$ cat src/rtl/lzc_pkg.sv
// lzc_pkg: shared payload types, width helper and reset constants.
// LZC_NORM_EXP_EN adds an exponent lane to both stage payloads.
package lzc_pkg;

  function automatic int lzc_sw(input int w);
    return $clog2(w) + 1;
  endfunction

  localparam int LZC_WIDTH = 16;
  localparam int LZC_EXP_W = 8;
  localparam int LZC_SW    = lzc_sw(LZC_WIDTH);

  typedef struct packed {
    logic [LZC_WIDTH-1:0] data;
    logic [LZC_SW-1:0]    count;
    logic                 zero;
`ifdef LZC_NORM_EXP_EN
    logic [LZC_EXP_W-1:0] exp;
`endif
  } s1_pay_t;

  typedef struct packed {
    logic [LZC_WIDTH-1:0] data;
    logic [LZC_SW-1:0]    shamt;
    logic                 zero;
`ifdef LZC_NORM_EXP_EN
    logic [LZC_EXP_W-1:0] exp;
    logic                 uf;
`endif
  } s2_pay_t;

  localparam s1_pay_t S1_RST    = '0;
  localparam s2_pay_t S2_RST    = '0;
  localparam logic    VALID_RST = 1'b0;

endpackage

$ cat src/rtl/norm_shifter.sv
// norm_shifter: log2(WIDTH)-level combinational left barrel shifter.
// Shift amounts of WIDTH or more are not representable; zero input covers that case.
module norm_shifter
  import lzc_pkg::*;
#(
  parameter  int WIDTH = LZC_WIDTH,
  localparam int LW    = $clog2(WIDTH)
) (
  input  logic [WIDTH-1:0] in_data,
  input  logic [LW-1:0]    shamt,
  output logic [WIDTH-1:0] out_data
);

  logic [WIDTH-1:0] lvl [0:LW];

  assign lvl[0] = in_data;

  for (genvar i = 0; i < LW; i++) begin : g_lvl
    assign lvl[i+1] = shamt[i]
                    ? (lvl[i] << (2 ** i))
                    : lvl[i];
  end

  assign out_data = lvl[LW];

endmodule

$ cat src/rtl/lzc_normalizer.sv
// lzc_normalizer: 2-stage leading-zero count and normalize pipeline.
// Optional exponent adjust lane enabled by defining LZC_NORM_EXP_EN.
module lzc_normalizer
  import lzc_pkg::*;
#(
  parameter  int WIDTH = LZC_WIDTH,
  parameter  int EXP_W = LZC_EXP_W,
  localparam int SW    = lzc_sw(WIDTH)
) (
  input  logic             clk,
  input  logic             rst,
  input  logic             in_valid,
  output logic             in_ready,
  input  logic [WIDTH-1:0] in_data,
  output logic             out_valid,
  input  logic             out_ready,
  output logic [WIDTH-1:0] out_data,
  output logic [SW-1:0]    out_shamt,
  output logic             out_zero
`ifdef LZC_NORM_EXP_EN
  ,
  input  logic [EXP_W-1:0] exp_in,
  output logic [EXP_W-1:0] exp_out,
  output logic             exp_uf
`endif
);

  localparam int LW = $clog2(WIDTH);

  if (WIDTH < 2 || (WIDTH & (WIDTH - 1)) != 0) begin : g_bad_width
    $error("lzc_normalizer: WIDTH must be a power of two >= 2");
  end

  // Stage payloads are sized by the package, so overrides must agree.
  if (WIDTH != LZC_WIDTH || EXP_W != LZC_EXP_W) begin : g_bad_pkg
    $error("lzc_normalizer: WIDTH/EXP_W must match lzc_pkg");
  end

  logic    s1_valid_q, s1_valid_d;
  logic    s2_valid_q, s2_valid_d;
  s1_pay_t s1_q, s1_d;
  s2_pay_t s2_q, s2_d;

  logic s2_ld;
  logic acc;
  logic s1_adv;

  assign s2_ld    = ~s2_valid_q | out_ready;
  assign in_ready = ~s1_valid_q | s2_ld;
  assign acc      = in_valid & in_ready;
  assign s1_adv   = s1_valid_q & s2_ld;

  logic [SW-1:0] lz_cnt;
  logic          lz_zero;

  always_comb begin
    lz_cnt  = SW'(WIDTH);
    lz_zero = 1'b1;
    for (int i = 0; i < WIDTH; i++) begin
      if (in_data[i]) begin
        lz_cnt  = SW'(WIDTH - 1 - i);
        lz_zero = 1'b0;
      end
    end
  end

  logic [WIDTH-1:0] sh_data;

  norm_shifter #(
    .WIDTH(WIDTH)
  ) u_shift (
    .in_data (s1_q.data),
    .shamt   (s1_q.count[LW-1:0]),
    .out_data(sh_data)
  );

`ifdef LZC_NORM_EXP_EN
  localparam int XW = EXP_W + SW;

  logic [XW-1:0] x_exp;
  logic [XW-1:0] x_cnt;

  assign x_exp = XW'(s1_q.exp);
  assign x_cnt = XW'(s1_q.count);
`endif

  always_comb begin
    s1_valid_d = acc | (s1_valid_q & ~s2_ld);
    s1_d       = s1_q;
    if (acc) begin
      s1_d.data  = in_data;
      s1_d.count = lz_cnt;
      s1_d.zero  = lz_zero;
`ifdef LZC_NORM_EXP_EN
      s1_d.exp   = exp_in;
`endif
    end
  end

  always_comb begin
    s2_valid_d = s2_ld ? s1_valid_q : s2_valid_q;
    s2_d       = s2_q;
    if (s1_adv) begin
      s2_d.data  = sh_data;
      s2_d.shamt = s1_q.count;
      s2_d.zero  = s1_q.zero;
`ifdef LZC_NORM_EXP_EN
      s2_d.exp   = s1_q.zero
                 ? '0
                 : s1_q.exp - EXP_W'(s1_q.count);
      s2_d.uf    = ~s1_q.zero & (x_exp < x_cnt);
`endif
    end
  end

  always_ff @(posedge clk or posedge rst) begin
    if (rst) begin
      s1_valid_q <= VALID_RST;
      s2_valid_q <= VALID_RST;
      s1_q       <= S1_RST;
      s2_q       <= S2_RST;
    end else begin
      s1_valid_q <= s1_valid_d;
      s2_valid_q <= s2_valid_d;
      s1_q       <= s1_d;
      s2_q       <= s2_d;
    end
  end

  assign out_valid = s2_valid_q;
  assign out_data  = s2_q.data;
  assign out_shamt = s2_q.shamt;
  assign out_zero  = s2_q.zero;
`ifdef LZC_NORM_EXP_EN
  assign exp_out   = s2_q.exp;
  assign exp_uf    = s2_q.uf;
`endif

endmodule

$ cat config.mk
export PLATFORM = sky130hd
export DESIGN_NAME = lzc_normalizer
export DESIGN_NICKNAME = d
export VERILOG_FILES = /design/src/rtl/lzc_pkg.sv /design/src/rtl/norm_shifter.sv /design/src/rtl/lzc_normalizer.sv
export SDC_FILE = /design/constraint.sdc
export NUM_CORES = 1
export LEC_CHECK = 0
export CAP_MARGIN = 20
export CORE_AREA = 3 3 75 77
export DETAILED_ROUTE_END_ITERATION = 10
export DIE_AREA = 0 0 78 80
export PLACE_DENSITY = 0.75
export SETUP_SLACK_MARGIN = 0.5
export SLEW_MARGIN = 15
export SYNTH_ARGS = -nofsm -noshare
export SYNTH_HDL_FRONTEND = slang
export SYNTH_HIERARCHICAL = 1
export SYNTH_SLANG_ARGS = --single-unit
$ cat constraint.sdc
create_clock -name clk -period 2.5 [get_ports clk]
set_clock_uncertainty 0.2 [all_clocks]
set_input_delay 0.25 -clock clk [delete_from_list [all_inputs] [get_ports clk]]
set_output_delay 0.25 -clock clk [all_outputs]
set_load 0.01 [all_outputs]
==> results of run 1 <==
report_power, final:
| part | switching (uW) | internal (uW) | leakage [uW] | total [uW] |
|---|---|---|---|---|
| Clock | 223 | 287 | 0.0000501 | 510 |
| Combinational | 348 | 481 | 0.000818 | 829 |
| Sequential | 105 | 855 | 0.000544 | 960 |
| Total | 676 | 1620 | 0.00141 | 2300 |
metal layers:
metal / up-vias / GRT usage [%]
met5: - / 0
met4: 0 / 4.90
met3: 2 / 4.18
met2: 58 / 35.0
met1: 990 / 23.4
li1: 1020 / -
logic make-up (layout without fill, tap and decap cells):
logic type | after synthesis | after routing | share of synthesized area (%)
compound gates | 45 | 45 | 12.2
flops | 44 | 44 | 43.8
simple gates | 102 | 102 | 18.1
mux | 47 | 47 | 21.3
buf+inv | 24 | 73 | 4.63
sequential cells by signal (all words and copies together) (netlist names):
name / count
out_shamt: 5
out_valid: 1
out_data: 16
s1_valid_q: 1
s1_q: 21
cells in the mapped netlist (4+ instances only):
library cell	count	area share (%)
nor2b_1	4	1.0
nand2b_1	8	2.0
buf_2	6	1.2
nor2_1	15	2.2
nand2_1	58	8.7
a21oi_1	9	1.8
o21ai_0	9	1.8
dfrtp_1	44	44
mux2_2	28	13
clkbuf_1	6	0.90
mux2i_1	16	6.4
inv_1	6	0.90
stage by stage:
| step | total power, uW | hold slack, ps |
|---|---|---|
| final | 2300 | 195 |
| after global placement | 1750 | 258 |
| after detailed placement | 1770 | 286 |
| after global routing | 2450 | 263 |
| after floorplan | 1410 | 150 |
| after CTS | 2280 | 220 |
cell usage in the layout, fill, tap and decap left out, types with 4 or more instances in the layout:
cell             count
nor2b_1              4
dfrtp_1             42
clkbuf_8             5
inv_1                6
mux2_2              27
mux2i_1             11
o21ai_0              8
mux2i_2              5
a21oi_1              9
nor2_1              15
clkdlybuf4s50_1     43
buf_4               14
nand2b_1             8
nand2_1             58
timing repair:
action	in CTS	in global routing
buffers inserted	1	5
pin swaps	0	3
hold buffers	0	0
setup endpoints to repair	5	7
gates resized for setup	2	11
area by class of cell:
type,count,area [um2]
flip-flops and latches,44,1100
fillers,470,1870
clock buffers,5,68.8
inverters,8,33.8
well taps,70,87.6
repair buffers,59,558
clock inverters,1,30.0
multi-input cells,194,1320
critical path, cell delays in order (launching register included):
cell and delay, ps:
dfrtp_2 500, buf_4 170, mux2i_2 160, a2111oi_0 600, a221o_1 190, mux2_2 130
final timing paths:
kind,startpoint,end,cells after the start,slack (ps)
max,s1_q[4]$_DFFE_PP0P_,out_data[15]$_DFFE_PP0P_,5,480
min,rst,out_data[8]$_DFFE_PP0P_,3,200
max reg2reg,s1_q[4]$_DFFE_PP0P_,out_data[15]$_DFFE_PP0P_,5,480
min reg2reg,out_data[10]$_DFFE_PP0P_,out_data[10]$_DFFE_PP0P_,1,300
max in group asynchronous,rst,s1_q[4]$_DFFE_PP0P_,3,1510
min in group clk,out_data[10]$_DFFE_PP0P_,out_data[10]$_DFFE_PP0P_,1,300
==> flow_summary.toml, run 1 <==
[run_status]
status = "complete, no violations"

[global_routing]
antenna_found_initial = 0
grt_pass1_vias = 2079
grt_max_degree = 45
grt_pass1_wl_mm = 9.62
gr-usage-all-layers_pct = 19.4
grt_overflow = 0

[sta]
finalCritPeriodShare_pct = 80.8
setup_viol_count_final = 0
hold_violations = 0
slew_headroom_pct = 60.0
worstMarginPinSlew_ps = 585
slew_violations = 0
rsz0062_at_grt = "yes"
fin_ws_ps = 481
fin_crit_ps = 2020
max_freq_ghz = 0.495
totalNegativeSetupSlack_ps = 0

[floorplan]
num_rows = 26
die_h_um = 80
core_mm2 = 0.00507
fp.dieW_um = 78
die-area_mm2 = 0.00624
io_pins = 44
initial_core_util_pct = 49.5

[worst_setup_path]
crit_fanout = 8
cp.required_ps = 2530
start_kind = "flop"
worst_setup_path_end_kind = "flop"
cp.arrival_ps = 2050
critical_path_class = "flop to flop"

[detailed_routing]
antenna_left = 0
dr_wl_met3_um = 231
vias = 2070
drc = 0
wl_met2_mm = 2.87
drt_iter0_drc = 113
totalWireLength_mm = 5.65
first_pass_iters = 4
wl_met1_mm = 2.54
highest_layer = "met4"
wl_per_cell_um = 14.8
vias_per_cell = 5.43

[synthesis]
yosys_most_used_dff = "dfrtp_1"
synthArstFlopShare_pct = 100
ys_types = 48
syn_nets = 282
synthCells = 262
syn_area_mm2 = 0.00251
synth-edff-count = 0
synth.avg_cell_area_um2 = 9.59
synth_warnings = 6
yosysSeqAreaShare_pct = 43.8
synth_seq_cells = 44

[clocking]
clkTransAtPathRegs_ps = 80
cts-root-buf = "clkbuf_8"
cts.sinks = 44
clkLatencyLatePin_ps = 290
cts_buffers = 5
clock_path_buffers = 2
tritoncts = "built"
h-tree-depth = 2

[place]
dpl.hpwl_mm = 4.20
globalplace.congestion = 0.878
io_buffers = 43
post-place-ws_ps = 397
placed_area_mm2 = 0.00302
placed_cells_incl_taps = 369

[power_and_ir_drop]
p_leak_uw = 0.00141
ir_worst_vdd_mv = 0.372
power_density_mw_per_mm2 = 718

[layout]
stdcell_count = 381
final_util_pct = 63.1
drive_gt1_share_pct = 20.3
diodes = 0
nets = 332
area_delta_synth_final_pct = 27.3
finalInstanceArea_mm2 = 0.00320

[flow_run]
timing.max_cap.violations = 0

[worst_hold_path]
hp-class = "input port to asynchronous set/reset pin"
(Power assumes the default switching activity.)
==> run 2: changes to the inputs <==
--- a/config.mk
+++ b/config.mk
@@ -6,9 +6,9 @@
 export NUM_CORES = 1
 export LEC_CHECK = 0
 export CAP_MARGIN = 20
-export CORE_AREA = 3 3 75 77
+export CORE_AREA = 3 3 77 79
 export DETAILED_ROUTE_END_ITERATION = 10
-export DIE_AREA = 0 0 78 80
+export DIE_AREA = 0 0 80 82
 export PLACE_DENSITY = 0.75
 export SETUP_SLACK_MARGIN = 0.5
 export SLEW_MARGIN = 15
==> constraint.sdc (replaced) <==
create_clock -name clk -period 1.77 [get_ports clk]
set_clock_uncertainty 0.2 [all_clocks]
set_input_delay 0.177 -clock clk [delete_from_list [all_inputs] [get_ports clk]]
set_output_delay 0.177 -clock clk [all_outputs]
set_load 0.01 [all_outputs]
==> flow_summary.toml, run 2 (synthesized netlist as in run 1, its figures left out) <==
[sta]
slew_headroom_pct = 66.4
finalCritPeriodShare_pct = 112
fin_crit_ps = 1990
hold_violations = 0
rsz0062_at_grt = "yes"
slew_violations = 0
setup_viol_count_final = 13
max_freq_ghz = 0.504
worstMarginPinSlew_ps = 498
totalNegativeSetupSlack_ps = -1920
fin_ws_ps = -215

[power_and_ir_drop]
p_int_uw = 2320
power_frac_comb_pct = 42.0
power_uw = 3540
p_leak_uw = 0.00194
p_sw_share_pct = 34.5
power_density_mw_per_mm2 = 877
p_clk_share_pct = 19.5
seqPwrFrac_pct = 38.5
p_sw_uw = 1220
ir_worst_vdd_mv = 0.576

[detailed_routing]
first_pass_iters = 4
vias_per_cell = 5.55
vias = 2436
drc = 0
drt_iter0_drc = 103
wl_per_cell_um = 18.3
totalWireLength_mm = 8.03
antenna_left = 0

[floorplan]
core_mm2 = 0.00541
fp.dieW_um = 80
io_pins = 44
initial_core_util_pct = 46.5
die_h_um = 82
num_rows = 27
die-area_mm2 = 0.00656

[worst_setup_path]
cp.required_ps = 1770
cp.arrival_ps = 1980
worst_setup_path_end_kind = "flop"
critical_path_class = "flop to flop"
crit_fanout = 5
start_kind = "flop"

[layout]
final_common_cell = "buf_4"
diodes = 0
nets = 386
final.fill_count = 347
drive_gt1_share_pct = 54.2
area_delta_synth_final_pct = 60.7
final_cell_mix = "46 x buf_4, 40 x dfrtp_1, 33 x nand2_1, 24 x buf_2"
largest_reg_flops = 21
largest_register = "s1_q"

[global_routing]
grt_overflow = 0
grt_pass1_vias = 2377
grt_pass1_wl_mm = 11.4
grt_max_degree = 45
gr-usage-all-layers_pct = 22.6
antenna_found_initial = 0

[worst_hold_path]
hp-class = "input port to flop"

[clocking]
clock_path_buffers = 2
cts_hold_buf = 0
clkTransAtPathRegs_ps = 110
clkLatencyLatePin_ps = 310
tritoncts = "built"
cts.sinks = 44
cts-root-buf = "clkbuf_8"
cts_buffers = 5
h-tree-depth = 2

[place]
io_buffers = 43
post-place-ws_ps = -259
dpl.hpwl_mm = 4.37
globalplace.congestion = 0.863

[run_status]
status = "complete, but fails checks"
violations = "setup timing"

[flow_run]
timing.max_cap.violations = 0
-- run 2: cell count changes in the layout (fill, tap and decap cells not counted), sizes merged --
cell and change:
clkbuf +4, clkdlybuf4s50 -36, dlymetal6s2s +1, buf +74, clkdlybuf4s15 +1, bufinv -1, dlygate4sd2 +10, inv +1
clkinv +2
-- run 2: area by class of cell --
cell class	instances	area (um2)	share of cell area [%]
flip-flops and latches	44	1110	27.4
clock buffers	5	68.8	1.70
well taps	72	90.1	2.23
multi-input cells	194	1680	41.5
clock inverters	3	26.3	0.650
inverters	8	33.8	0.836
repair buffers	113	1040	25.7
-- run 2: final timing paths --
| path | slack (ps) | depth (start not counted) | to | start |
|---|---|---|---|---|
| max in group asynchronous | 1090 | 3 | s1_q[6]$_DFFE_PP0P_ | rst |
| max reg2reg | -220 | 4 | out_data[11]$_DFFE_PP0P_ | s1_q[4]$_DFFE_PP0P_ |
| max | -220 | 4 | out_data[11]$_DFFE_PP0P_ | s1_q[4]$_DFFE_PP0P_ |
| min in group asynchronous | 60 | 3 | s1_valid_q$_DFF_PP0_ | rst |
| min | 40 | 3 | s1_q[13]$_DFFE_PP0P_ | in_data[7] |
| min reg2reg | 310 | 1 | out_data[7]$_DFFE_PP0P_ | out_data[7]$_DFFE_PP0P_ |
-- run 2: power by group through the flow --
stage / combinational, uW / clock, uW / sequential, uW
after detailed placement: 1280 / 0 / 1370
after global placement: 1260 / 0 / 1360
final: 1490 / 689 / 1360
after CTS: 1300 / 696 / 1350
after floorplan: 642 / 0 / 1410
after global routing: 1600 / 738 / 1390
-- run 2: layer usage --
metal | global-route usage [%] | wire length (um) | vias to the layer above | share of wire [%]
met5 | 0 | 0 | - | 0
met4 | 8.28 | 322 | 0 | 4.0
met3 | 3.95 | 389 | 24 | 4.8
met2 | 41.2 | 4380 | 92 | 55
met1 | 26.5 | 2940 | 1194 | 37
li1 | - | - | 1126 | -
-- run 2: critical path: stages (launching register included) --
cell,delay (ps)
dfrtp_2,470
mux2_4,350
o21ai_0,420
o221ai_2,140
mux2_4,280
-- run 2: repair_timing --
action / 4_1_cts / 5_1_grt
resized for setup: 167 / 50
cloned: 3 / 4
setup buffers: 13 / 6
pin swaps: 16 / 18
endpoints found under the setup margin: 66 / 46
-- run 2: per-stage QoR --
step / hold slack (ps) / util, % / instances / instance area (um2)
2_1_floorplan: -18.8 / - / 262 / 2630
3_3_place_gp: 252 / 62.3 / 405 / 3370
3_5_place_dp: 258 / 62.3 / 405 / 3370
4_1_cts: 56.5 / 68.6 / 429 / 3710
5_1_grt: 42.3 / 74.7 / 439 / 4040
6_report: 35.8 / 74.7 / 439 / 4040
==> run 3: changes to the inputs <==
--- a/config.mk
+++ b/config.mk
@@ -9,6 +9,7 @@
 export CORE_AREA = 3 3 77 79
 export DETAILED_ROUTE_END_ITERATION = 10
 export DIE_AREA = 0 0 80 82
+export MAX_ROUTING_LAYER = met4
 export PLACE_DENSITY = 0.75
 export SETUP_SLACK_MARGIN = 0.5
 export SLEW_MARGIN = 15
==> flow_summary.toml, run 3 (synthesized netlist as in run 1, its figures left out) <==
[run_status]
status = "complete, but fails checks"
violations = "setup timing"

[detailed_routing]
first_pass_iters = 4
vias = 2416
drc = 0
drt_iter0_drc = 86
wl_per_cell_um = 17.5
totalWireLength_mm = 7.66
antenna_left = 0
vias_per_cell = 5.52

[sta]
whs_ps = 73.5
slew_violations = 0
slew_headroom_pct = 75.4
max_freq_ghz = 0.498
setup_viol_count_final = 13
finalCritPeriodShare_pct = 113
worstMarginPinSlew_ps = 366
fin_crit_ps = 2010
rsz0062_at_grt = "yes"
totalNegativeSetupSlack_ps = -1630
fin_ws_ps = -237
hold_violations = 0

[worst_setup_path]
cp_cell_sequence = "buf_6, mux2i_2, a22oi_1, o211a_1, a221o_1, mux2_2"
critical_path.max_stage_delay_ps = 450
cp.required_ps = 1760
critPathSlowestCell = "dfrtp_2"
cp.arrival_ps = 2000
worst_setup_path_end_kind = "flop"
start_kind = "flop"
crit_fanout = 6
critical_path_class = "flop to flop"

[layout]
drive_gt1_share_pct = 56.0
area_delta_synth_final_pct = 61.5
largest_reg_flops = 21
final_cell_mix = "45 x buf_4, 40 x dfrtp_1, 23 x nand2_2, 22 x nand2_1, 22 x buf_2"
largest_register = "s1_q"
nets = 385
stdcell_count = 438
final_common_cell = "buf_4"
diodes = 0

[floorplan]
io_pins = 44
die-area_mm2 = 0.00656
initial_core_util_pct = 46.5
die_h_um = 82
num_rows = 27
core_mm2 = 0.00541
fp.dieW_um = 80

[clocking]
tritoncts = "built"
cts.sinks = 44
cts_hold_buf = 0
cts_buffers = 5
h-tree-depth = 2
cts-root-buf = "clkbuf_8"
clock_path_buffers = 2
clkTransAtPathRegs_ps = 90
clkLatencyLatePin_ps = 300

[flow_run]
timing.max_cap.violations = 0

[global_routing]
grt_pass1_vias = 2352
grt_overflow = 0
antenna_found_initial = 0
met1_usage_pct = 25.2
gr-usage-all-layers_pct = 22.9
grt_pass1_wl_mm = 11.3
grt_max_degree = 45
grt.busiest_layer = "met2"
use_met2_pct = 42.5
gr-usage-met3_pct = 3.40

[power_and_ir_drop]
p_leak_uw = 0.00193
power_density_mw_per_mm2 = 896
ir_worst_vdd_mv = 0.608

[place]
placed_cells_incl_taps = 404
io_buffers = 43
globalplace.congestion = 0.849
post-place-ws_ps = -276
dpl.hpwl_mm = 4.44

[worst_hold_path]
hp-class = "input port to asynchronous set/reset pin"
==> run 3: cell types whose count changed in the layout (fill, tap and decap cells not counted), moves of 3 or more <==
cell,change
clkinvlp_4,+3
buf_8,-3
nand2_2,+8
nand2_4,+3
buf_6,+4
nand2_1,-11
clkbuf_16,-3
==> run 3: layout make-up <==
type                    instances  area (um2)
well taps                      72        90.1
fillers                       365        1350
repair buffers                111        1020
multi-input cells             194        1690
inverters                       8        37.5
clock inverters                 3        42.5
flip-flops and latches         44        1110
repair inverters                1        7.51
clock buffers                   5        68.8
==> run 3: final timing paths <==
path	start	endpoint	slack [ps]	depth (start not counted)
setup / recovery	s1_q[4]$_DFFE_PP0P_	out_data[15]$_DFFE_PP0P_	-240	6
hold / removal	rst	out_data[13]$_DFFE_PP0P_	70	3
setup reg to reg	s1_q[4]$_DFFE_PP0P_	out_data[15]$_DFFE_PP0P_	-240	6
hold reg to reg	out_data[6]$_DFFE_PP0P_	out_data[6]$_DFFE_PP0P_	300	1
max in group asynchronous	rst	s1_q[4]$_DFFE_PP0P_	1070	3
min in group clk	in_data[14]	s1_q[2]$_DFFE_PP0P_	90	3
==> run 3: per-stage QoR <==
step           utilization [%]  cell area [um2]  total power (uW)
4_1_cts                   70.7             3820              3500
5_1_grt                   75.1             4060              3830
6_report                  75.1             4060              3640
3_3_place_gp              62.1             3360              2610
3_5_place_dp              62.1             3360              2650
2_1_floorplan                -             2630              2050
==> run 3: critical path, delay by kind of cell (launching register included) <==
kind	cells	cell delay, ps
AOI/OAI and AO/OA	3	580
buffers and inverters	1	160
muxes	2	500
DFF	1	450
==> run 3: routing by layer <==
metal  wire, um  up-vias
met4        161        0
met5          0        -
met1       2980     1191
li1           -     1135
met2       4210       74
met3        305       16
==> run 3: what timing repair did <==
action                                  CTS  global route
hold endpoints to repair                  0             0
gates resized for setup                 183            49
setup buffers                            12             8
cloned                                    6             0
pin swaps                                22            11
endpoints found under the setup margin   66            45
==> run 3: power breakdown <==
part / leakage, uW / internal (uW) / total [uW] / switching (uW)
Combinational: 0.00133 / 826 / 1490 / 664
Clock: 0.0000541 / 418 / 780 / 362
Sequential: 0.000542 / 1210 / 1370 / 160
